--- config.mk ---
export PLATFORM = sky130hd
export DESIGN_NAME = bp_be_fp_rec_to_ieee_flat
export DESIGN_NICKNAME = d
export VERILOG_FILES = /design/src/rtl/bp_be_fp_rec_to_ieee_if.sv /design/src/rtl/bp_be_fp_rec_to_ieee.sv /design/src/flat_wrapper.sv
export SDC_FILE = /design/constraint.sdc
export NUM_CORES = 1
export LEC_CHECK = 0
export ABC_AREA = 1
export BUFFER_PORTS_ARGS = -buffer_cell sky130_fd_sc_hd__clkbuf_2
export CORE_MARGIN = 2
export CORE_UTILIZATION = 53
export DETAILED_ROUTE_END_ITERATION = 12
export MAX_ROUTING_LAYER = met4
export PLACE_DENSITY = 0.81
export RECOVER_POWER = 50
export REMOVE_ABC_BUFFERS = 1
export SYNTH_ARGS = -nofsm -noshare
export SYNTH_HDL_FRONTEND = slang
export SYNTH_SLANG_ARGS = --single-unit
--- constraint.sdc ---
create_clock -name clk_i -period 1.8 [get_ports clk_i]
set_input_delay 0 -clock clk_i [delete_from_list [all_inputs] [get_ports clk_i]]
set_output_delay 0 -clock clk_i [all_outputs]
set_load 0.01 [all_outputs]
--- src/rtl/bp_be_fp_rec_to_ieee_if.sv ---
// rtl/bp_be_fp_rec_to_ieee_if.sv - ready/valid bundle for the recoded-to-IEEE FP decoder
// slave: decoder side; master: producer/consumer side.
interface bp_be_fp_rec_to_ieee_if;
   localparam int dpath_width_gp = 66;

   logic [dpath_width_gp-1:0] reg_i;
   logic                      v_i;
   logic                      ready_and_o;
   logic [63:0]               ieee_o;
   logic                      sp_o;
   logic                      v_o;
   logic                      ready_and_i;

   modport slave (
      input  reg_i, v_i, ready_and_i,
      output ready_and_o, ieee_o, sp_o, v_o
   );

   modport master (
      output reg_i, v_i, ready_and_i,
      input  ready_and_o, ieee_o, sp_o, v_o
   );
endinterface

--- src/rtl/bp_be_fp_rec_to_ieee.sv ---
// rtl/bp_be_fp_rec_to_ieee.sv - two-stage decoder from tagged dp-recoded FP value to IEEE bits
// BP_BE_FP_NAN_PAYLOAD_EN: when defined, NaN sign/payload pass through instead of canonical NaN.
module bp_be_fp_rec_to_ieee #(
   parameter int pipe_depth_p = 2
) (
   input  logic                          clk_i,
   input  logic                          reset_n_i,
   bp_be_fp_rec_to_ieee_if.slave         io
);

   typedef enum logic [1:0] {
      e_cls_zero,
      e_cls_inf,
      e_cls_nan,
      e_cls_fin
   } cls_e;

   if (pipe_depth_p != 2) begin : g_bad_depth
      $error("bp_be_fp_rec_to_ieee: pipe_depth_p must be 2");
   end

   logic               s1_v;
   cls_e               s1_cls;
   logic               s1_sign;
   logic               s1_sp;
   logic signed [12:0] s1_e;
   logic [51:0]        s1_fract;
   logic [5:0]         s1_shamt;

   logic               s2_v;
   logic [63:0]        s2_ieee;
   logic               s2_sp;

   logic               s1_load;
   logic               s2_load;

   assign s2_load        = ~s2_v | (s2_v & io.ready_and_i);
   assign s1_load        = ~s1_v | s2_load;
   assign io.ready_and_o = ~s1_v | s2_load;
   assign io.v_o         = s2_v;
   assign io.ieee_o      = s2_ieee;
   assign io.sp_o        = s2_sp;

   logic [11:0]        in_exp;
   logic signed [12:0] in_e;
   logic signed [12:0] in_dist;
   logic [5:0]         in_shamt;
   cls_e               in_cls;

   // Subnormal shift is relative to the target format's minimum normal exponent.
   always_comb begin
      in_exp  = io.reg_i[63:52];
      in_e    = $signed({1'b0, in_exp}) - 13'sd2048;
      in_dist = io.reg_i[65] ? (-13'sd126 - in_e) : (-13'sd1022 - in_e);
      if (in_dist > 13'sd63) begin
         in_shamt = 6'd63;
      end else if (in_dist < 13'sd0) begin
         in_shamt = 6'd0;
      end else begin
         in_shamt = in_dist[5:0];
      end
      case (in_exp[11:9])
         3'b000:  in_cls = e_cls_zero;
         3'b110:  in_cls = e_cls_inf;
         3'b111:  in_cls = e_cls_nan;
         default: in_cls = e_cls_fin;
      endcase
   end

   always_ff @(posedge clk_i or negedge reset_n_i) begin
      if (!reset_n_i) begin
         s1_v     <= 1'b0;
         s1_cls   <= e_cls_zero;
         s1_sign  <= 1'b0;
         s1_sp    <= 1'b0;
         s1_e     <= '0;
         s1_fract <= '0;
         s1_shamt <= '0;
      end else if (s1_load) begin
         s1_v <= io.v_i;
         if (io.v_i) begin
            s1_cls   <= in_cls;
            s1_sign  <= io.reg_i[64];
            s1_sp    <= io.reg_i[65];
            s1_e     <= in_e;
            s1_fract <= io.reg_i[51:0];
            s1_shamt <= in_shamt;
         end
      end
   end

   logic [52:0] dp_sub;
   logic [23:0] sp_sub;
   logic [12:0] dp_bexp;
   logic [12:0] sp_bexp;
   logic [63:0] nan_val;
   logic [63:0] pack;
   logic        unused_bits;

   assign unused_bits = ^{dp_sub[52], sp_sub[23], dp_bexp[12:11], sp_bexp[12:8]};

   always_comb begin
      dp_sub  = {1'b1, s1_fract} >> s1_shamt;
      sp_sub  = {1'b1, s1_fract[51:29]} >> s1_shamt;
      dp_bexp = s1_e + 13'sd1023;
      sp_bexp = s1_e + 13'sd127;
`ifdef BP_BE_FP_NAN_PAYLOAD_EN
      nan_val = s1_sp ? {32'hFFFF_FFFF, s1_sign, 8'hFF, s1_fract[51:29]}
                      : {s1_sign, 11'h7FF, s1_fract};
`else
      nan_val = s1_sp ? 64'hFFFF_FFFF_7FC0_0000 : 64'h7FF8_0000_0000_0000;
`endif
      pack = '0;
      case (s1_cls)
         e_cls_zero: pack = s1_sp ? {32'hFFFF_FFFF, s1_sign, 31'b0} : {s1_sign, 63'b0};
         e_cls_inf:  pack = s1_sp ? {32'hFFFF_FFFF, s1_sign, 8'hFF, 23'b0}
                                  : {s1_sign, 11'h7FF, 52'b0};
         e_cls_nan:  pack = nan_val;
         default: begin
            if (s1_sp) begin
               if (s1_e < -13'sd126) begin
                  pack = {32'hFFFF_FFFF, s1_sign, 8'b0, sp_sub[22:0]};
               end else begin
                  pack = {32'hFFFF_FFFF, s1_sign, sp_bexp[7:0], s1_fract[51:29]};
               end
            end else begin
               if (s1_e < -13'sd1022) begin
                  pack = {s1_sign, 11'b0, dp_sub[51:0]};
               end else begin
                  pack = {s1_sign, dp_bexp[10:0], s1_fract};
               end
            end
         end
      endcase
   end

   always_ff @(posedge clk_i or negedge reset_n_i) begin
      if (!reset_n_i) begin
         s2_v    <= 1'b0;
         s2_ieee <= '0;
         s2_sp   <= 1'b0;
      end else if (s2_load) begin
         s2_v <= s1_v;
         if (s1_v) begin
            s2_ieee <= pack;
            s2_sp   <= s1_sp;
         end
      end
   end

endmodule
--- src/flat_wrapper.sv ---
// flat-port wrapper written by rule: the top's interface ports become plain ports
module bp_be_fp_rec_to_ieee_flat 
#(
   parameter int pipe_depth_p = 2
)
  (clk_i, reset_n_i, io_reg_i, io_v_i, io_ready_and_i, io_ready_and_o, io_ieee_o, io_sp_o, io_v_o);
  bp_be_fp_rec_to_ieee_if io_i ();
  input  logic clk_i;
  input  logic reset_n_i;
  input wire logic [$bits(io_i.reg_i)-1:0] io_reg_i;
  input wire logic [$bits(io_i.v_i)-1:0] io_v_i;
  input wire logic [$bits(io_i.ready_and_i)-1:0] io_ready_and_i;
  output wire logic [$bits(io_i.ready_and_o)-1:0] io_ready_and_o;
  output wire logic [$bits(io_i.ieee_o)-1:0] io_ieee_o;
  output wire logic [$bits(io_i.sp_o)-1:0] io_sp_o;
  output wire logic [$bits(io_i.v_o)-1:0] io_v_o;
  assign io_i.reg_i = io_reg_i;
  assign io_i.v_i = io_v_i;
  assign io_i.ready_and_i = io_ready_and_i;
  assign io_ready_and_o = io_i.ready_and_o;
  assign io_ieee_o = io_i.ieee_o;
  assign io_sp_o = io_i.sp_o;
  assign io_v_o = io_i.v_o;
  bp_be_fp_rec_to_ieee #(.pipe_depth_p(pipe_depth_p)) u_core (.clk_i(clk_i), .reset_n_i(reset_n_i), .io(io_i));
endmodule
==> impl_metrics.csv, run 1 <==
group,metric,value,unit
placement,globalplace.congestion,1.055,
yosys,synth_xor_area_share,0.7703,%
placement,dpl.cell_count,2107,
yosys,ys_async_sr_fraction,100.0,%
clock_network,root_buffer,"clkbuf_16",
clock_network,cts_made_buffers,17,
placement,numPortBuffers,136,
die,initial_core_util,54.35,%
yosys,netlist_instances,1611,
yosys,synth_top_family_by_area,"simple AND/OR/NAND/NOR gates",
die,fp-row-count,50,
placement,dp_hpwl,32.90,mm
yosys,synth_edf_count,0,
outcome,failing_step,"5_1_grt",
yosys,yosysWarnings,0,
yosys,synth-seq-area-share,34.48,%
clock_network,h-tree-depth,4,
clock_network,cts_num_sinks,141,
global_routing,grt.overflow.total,6,
die,die_height,143.0,µm
yosys,synth-seq-cells,141,
yosys,synth_compound_area_share,13.07,%
timing,worst-endpoint-pin-kind,"sequential cell input",
die,pin_count,137,
yosys,synth-adder-area-share,1.100,%
global_routing,track_usage,69.60,%
yosys,synth_mux_area_share,0,%
clock_network,ctsLongestPathBuffers,2,
outcome,run_status,"did not finish",
yosys,synthFlopType,"dfrtp_1",
global_routing,grt_start_max_net_pins,42,
yosys,syn_avg_cell_area,6.352,µm²
timing,grt-worst-endpoint,"u_core.io.ieee_o[10]$_DFFE_PN0P_/D",
yosys,synth_cell_types,40,
yosys,yosys.area_share.simple,43.18,%
die,die_w,143.0,µm
outcome,tool.error,"[ERROR GRT-0232] Routing congestion too high. Check the congestion heatmap in the GUI.",
yosys,syn_area,10230,µm²
[synth_stat cells, types with 6 or more instances]
library cell / instances / area (µm²)
nand2_1: 611 / 2293
nand3_1: 329 / 1647
dfrtp_1: 141 / 3528
a21oi_1: 105 / 525.5
o21ai_0: 80 / 400.4
inv_1: 58 / 217.7
nor2_1: 58 / 217.7
clkbuf_1: 51 / 191.4
buf_2: 31 / 155.2
o211ai_1: 25 / 187.7
buf_1: 14 / 52.55
nand4_1: 12 / 75.07
o21ai_1: 11 / 55.05
ha_1: 9 / 112.6
xor2_1: 9 / 78.83
a22oi_1: 8 / 60.06
buf_6: 6 / 67.56
nor3_1: 6 / 30.03
[through the flow]
step	setup slack [ps]	TNS, ps	hold WS [ps]	area, µm²
after floorplan	-1783	-163300	-295.6	9729
after global placement	-376.0	-9147	-51.54	12580
after detailed placement	-325.7	-9680	-44.77	12580
after CTS	-218.5	-7045	70.27	15470
[kinds of logic after synthesis]
| kind of cell | after synthesis |
|---|---|
| XOR/XNOR | 9 |
| AO/OA/AOI/OAI | 244 |
| adder cells (fa/ha/maj) | 9 |
| buffers and inverters | 173 |
| AND/OR/NAND/NOR | 1035 |
| flip-flops | 141 |
[metal layers]
layer  track usage [%]  overflow
met5                 -         -
met4             60.97         2
met3             46.85         0
met2             88.21         4
met1             71.84         0
[repair_timing]
item                                    CTS
endpoints found under the setup margin   63
gates resized for setup                 302
gates cloned                              7
pin swaps                                81
setup buffers                            28
hold buffers                             70
endpoints found under the hold margin   211
==> inputs of run 2 (changes only) <==
CORE_UTILIZATION = 40   (was 53)
MAX_ROUTING_LAYER = not set   (was met4)
PLACE_DENSITY = not set   (was 0.81)
PLACE_DENSITY_LB_ADDON = 0.15   (was not set)
clock period = 2.35 ns   (was 1.8 ns; I/O delays follow)
==> impl_metrics.csv, run 2 <==
group,metric,value,unit
timing,max_slew_margin,-25.42,%
setup_path,cp.arrival,2650,ps
die,die-area,26880,µm²
finish,drive_gt1_share,12.62,%
detailed_routing,viasPerCell,5.565,
global_routing,grt_pass1_wl,67.03,mm
setup_path,path_delay_family,"simple AND/OR/NAND/NOR gates",
finish,regArea,3530,µm²
timing,report.final.setup_viol,0,
placement,dp_hpwl,32.54,mm
yosys,netlist_instances,1611,
setup_path,cp_slowest_cell,"dfrtp_2",
yosys,yosysTopAreaCell,"dfrtp_1",
detailed_routing,ant_nets,0,
finish,multiInputGateArea,5968,µm²
setup_path,timing.critical_path.buf_inv,2,
setup_path,rr_endpoint,"u_core.io.ieee_o[9]",
finish,utilization,50.67,%
setup_path,endpoint_kind,"register",
hold_path,hp-class,"input pin to register",
yosys,syn_area,10230,µm²
die,die_height,164.0,µm
die,pin_count,137,
yosys,ys_top_cells_by_area,"dfrtp_1, nand2_1, nand3_1",
yosys,syn_avg_cell_area,6.352,µm²
global_routing,antenna_found_initial,1,
global_routing,grt_start_max_net_pins,68,
timing,finalClockSkew,9.536,ps
setup_path,crit_top_cell,"nand2_1",
power_and_ir_drop,p_leak,6.415,nW
global_routing,grt_pass1_vias,11290,
setup_path,crit_fanout,23,
hold_path,worst_hold_path.num_cells,3,
clock_network,ctsLongestPathBuffers,2,
timing,tightest_slew,1881,ps
yosys,synth.top_cells.by_count,"nand2_1, nand3_1, dfrtp_1",
finish,stdcell_area,12760,µm²
setup_path,path_cells,"inv_4 > buf_12 > nand2_1 > nand3_1 > nand2_1 > nand2_1 > nand2_1 > nand2_1 > nand3_1 > nor2_1 > nor2_1 > a21oi_1 > nand2_1 > nand2_1",
setup_path,worst-r2r-setup-slack,70,ps
power_and_ir_drop,clockPowerShare,24.5,%
finish,area_growth,24.68,%
power_and_ir_drop,ir_drop,441.7,µV
power_and_ir_drop,power_density,918.7,nW/µm²
detailed_routing,routed_wl,43.93,mm
placement,dpl_cell_area,11510,µm²
timing,holdWs,14.74,ps
global_routing,grt.overflow.total,0,
finish,diodes,0,
clock_network,cts_made_buffers,17,
timing,hold_violations,0,
clock_network,path_clk_slew,60,ps
detailed_routing,drt_iter0_drc,1216,
timing,fin_crit_sh,97.01,%
detailed_routing,dr.pass1.iters,6,
outcome,run_status,"complete, but fails checks",
yosys,synth_edf_count,0,
setup_path,cp_data_required_time,2720,ps
die,initial_core_util,40.64,%
outcome,violations,"capacitance limit, slew limit",
power_and_ir_drop,switchingPower,0.005276,W
clock_network,clock_latency,430,ps
timing,timing.fmax,438.7,MHz
power_and_ir_drop,power,0.01172,W
detailed_routing,vias,11930,
setup_path,rr_startpoint,"u_core.s1_shamt[0]",
finish,layout_commonest_cell,"nand2_1",
detailed_routing,drcViolationCount,0,
die,fp-row-count,58,
run,maxCapViolations,1,
timing,tns,0,ps
setup_path,crit_type,"register to register",
yosys,synthFlopType,"dfrtp_1",
power_and_ir_drop,sw_frac_of_total,45.01,%
yosys,yosysWarnings,0,
die,core_area,25180,µm²
placement,globalplace.congestion,0.9557,
power_and_ir_drop,p_seq_share,30.4,%
finish,most-common-layout-cells,"nand2_1, nand3_1, dfrtp_1, a21oi_1, clkbuf_2",
detailed_routing,wl_per_cell,20.49,µm
yosys,yosysMostFrequentCell,"nand2_1",
yosys,ys_async_sr_fraction,100.0,%
clock_network,h-tree-depth,4,
setup_path,slowest_delay,470,ps
hold_path,min_from,"io_reg_i[62]",
timing,slew_violations,67,
yosys,synth_cell_types,40,
hold_path,holdPathEnd,"u_core.s1_e[10]",
finish,nets,1880,
power_and_ir_drop,p_comb_share,45.1,%
setup_path,rr_worst_depth,14,
yosys,synth-seq-cells,141,
power_and_ir_drop,p_int,0.006446,W
yosys,synth_top_area_share,34.48,%
clock_network,root_buffer,"clkbuf_16",
finish,n_fill_cell,2661,
clock_network,cts_num_sinks,141,
timing,finalCriticalPeriod,2280,ps
die,die_w,164.0,µm
placement,numPortBuffers,136,
global_routing,track_usage,33.09,%
setup_path,cp-start-kind,"register",
yosys,synth-seq-area-share,34.48,%
clock_network,cts_tree,"done",
finish,largest_register_ffs,64,
[run 2: cell counts after synthesis]
Identical to the previous run, type by type.
[run 2: through the flow]
step	instances	worst slack (ps)
after global routing	2144	-5.636
after floorplan	1504	-1233
after global placement	2043	182.3
after detailed placement	2043	151.4
final	2144	70.28
after CTS	2141	125.1
[run 2: routing by layer]
| layer | up-vias | part of all wire, % | global-route usage, % |
|---|---|---|---|
| met5 | - | 0 | 0 |
| met1 | 5576 | 43 | 43.33 |
| met2 | 525 | 48 | 56.86 |
| met4 | 0 | 2.9 | 10.89 |
| met3 | 71 | 5.8 | 3.838 |
| li1 | 5759 | - | - |
[run 2: timing repair]
item	4_1_cts	5_1_grt
setup endpoints to repair	0	9
hold endpoints to repair	131	0
resized for setup	0	9
hold buffers	66	0
setup buffers	0	2
[run 2: power by group through the flow]
stage               clock network [W]  logic (W)  registers, W
finish                        0.00288    0.00529       0.00356
detailed placement                  0    0.00517       0.00359
global placement                    0    0.00516       0.00359
floorplan                           0    0.00268       0.00376
CTS                           0.00292    0.00527       0.00355
global route                  0.00304    0.00583       0.00363
[run 2: cell type report]
class / instances / area share (%)
Tap cell: 330 / 3.236
Clock inverter: 13 / 1.187
Inverter: 66 / 2.000
Multi-Input combinational cell: 1297 / 46.77
Timing Repair Buffer: 278 / 15.59
Clock buffer: 19 / 3.550
Sequential cell: 141 / 27.66
[run 2: worst max path at each step]
stage | from | end | cells past startpoint
detailed placement | u_core.s1_e[2] | u_core.io.ieee_o[15] | 10
global placement | u_core.s1_shamt[0] | u_core.io.ieee_o[9] | 13
global route | u_core.s1_e[6] | u_core.io.ieee_o[14] | 14
finish | u_core.s1_shamt[0] | u_core.io.ieee_o[9] | 14
floorplan | u_core.io.v_o | u_core.io.ieee_o[12] | 7
CTS | u_core.s1_e[2] | u_core.io.ieee_o[15] | 10
[run 2: worst register-to-register path: stages, from the launching register on]
cell     delay, ps
dfrtp_2        470
inv_4           90
buf_12         160
nand2_1        100
nand3_1        110
nand2_1         60
nand2_1         80
nand2_1         60
nand2_1        110
nand3_1        290
nor2_1         190
nor2_1          50
a21oi_1        280
nand2_1        100
nand2_1         60
[run 2: cells by family after synthesis]
kind of cell	synth area share [%]
and+or+nand+nor	43.18
AOI/OAI and AO/OA	13.07
buffers and inverters	7.397
DFF	34.48
xor gates and xnor gates	0.7703
adders and majority gates	1.100
Note: power is estimated with default switching activity, not from simulation.
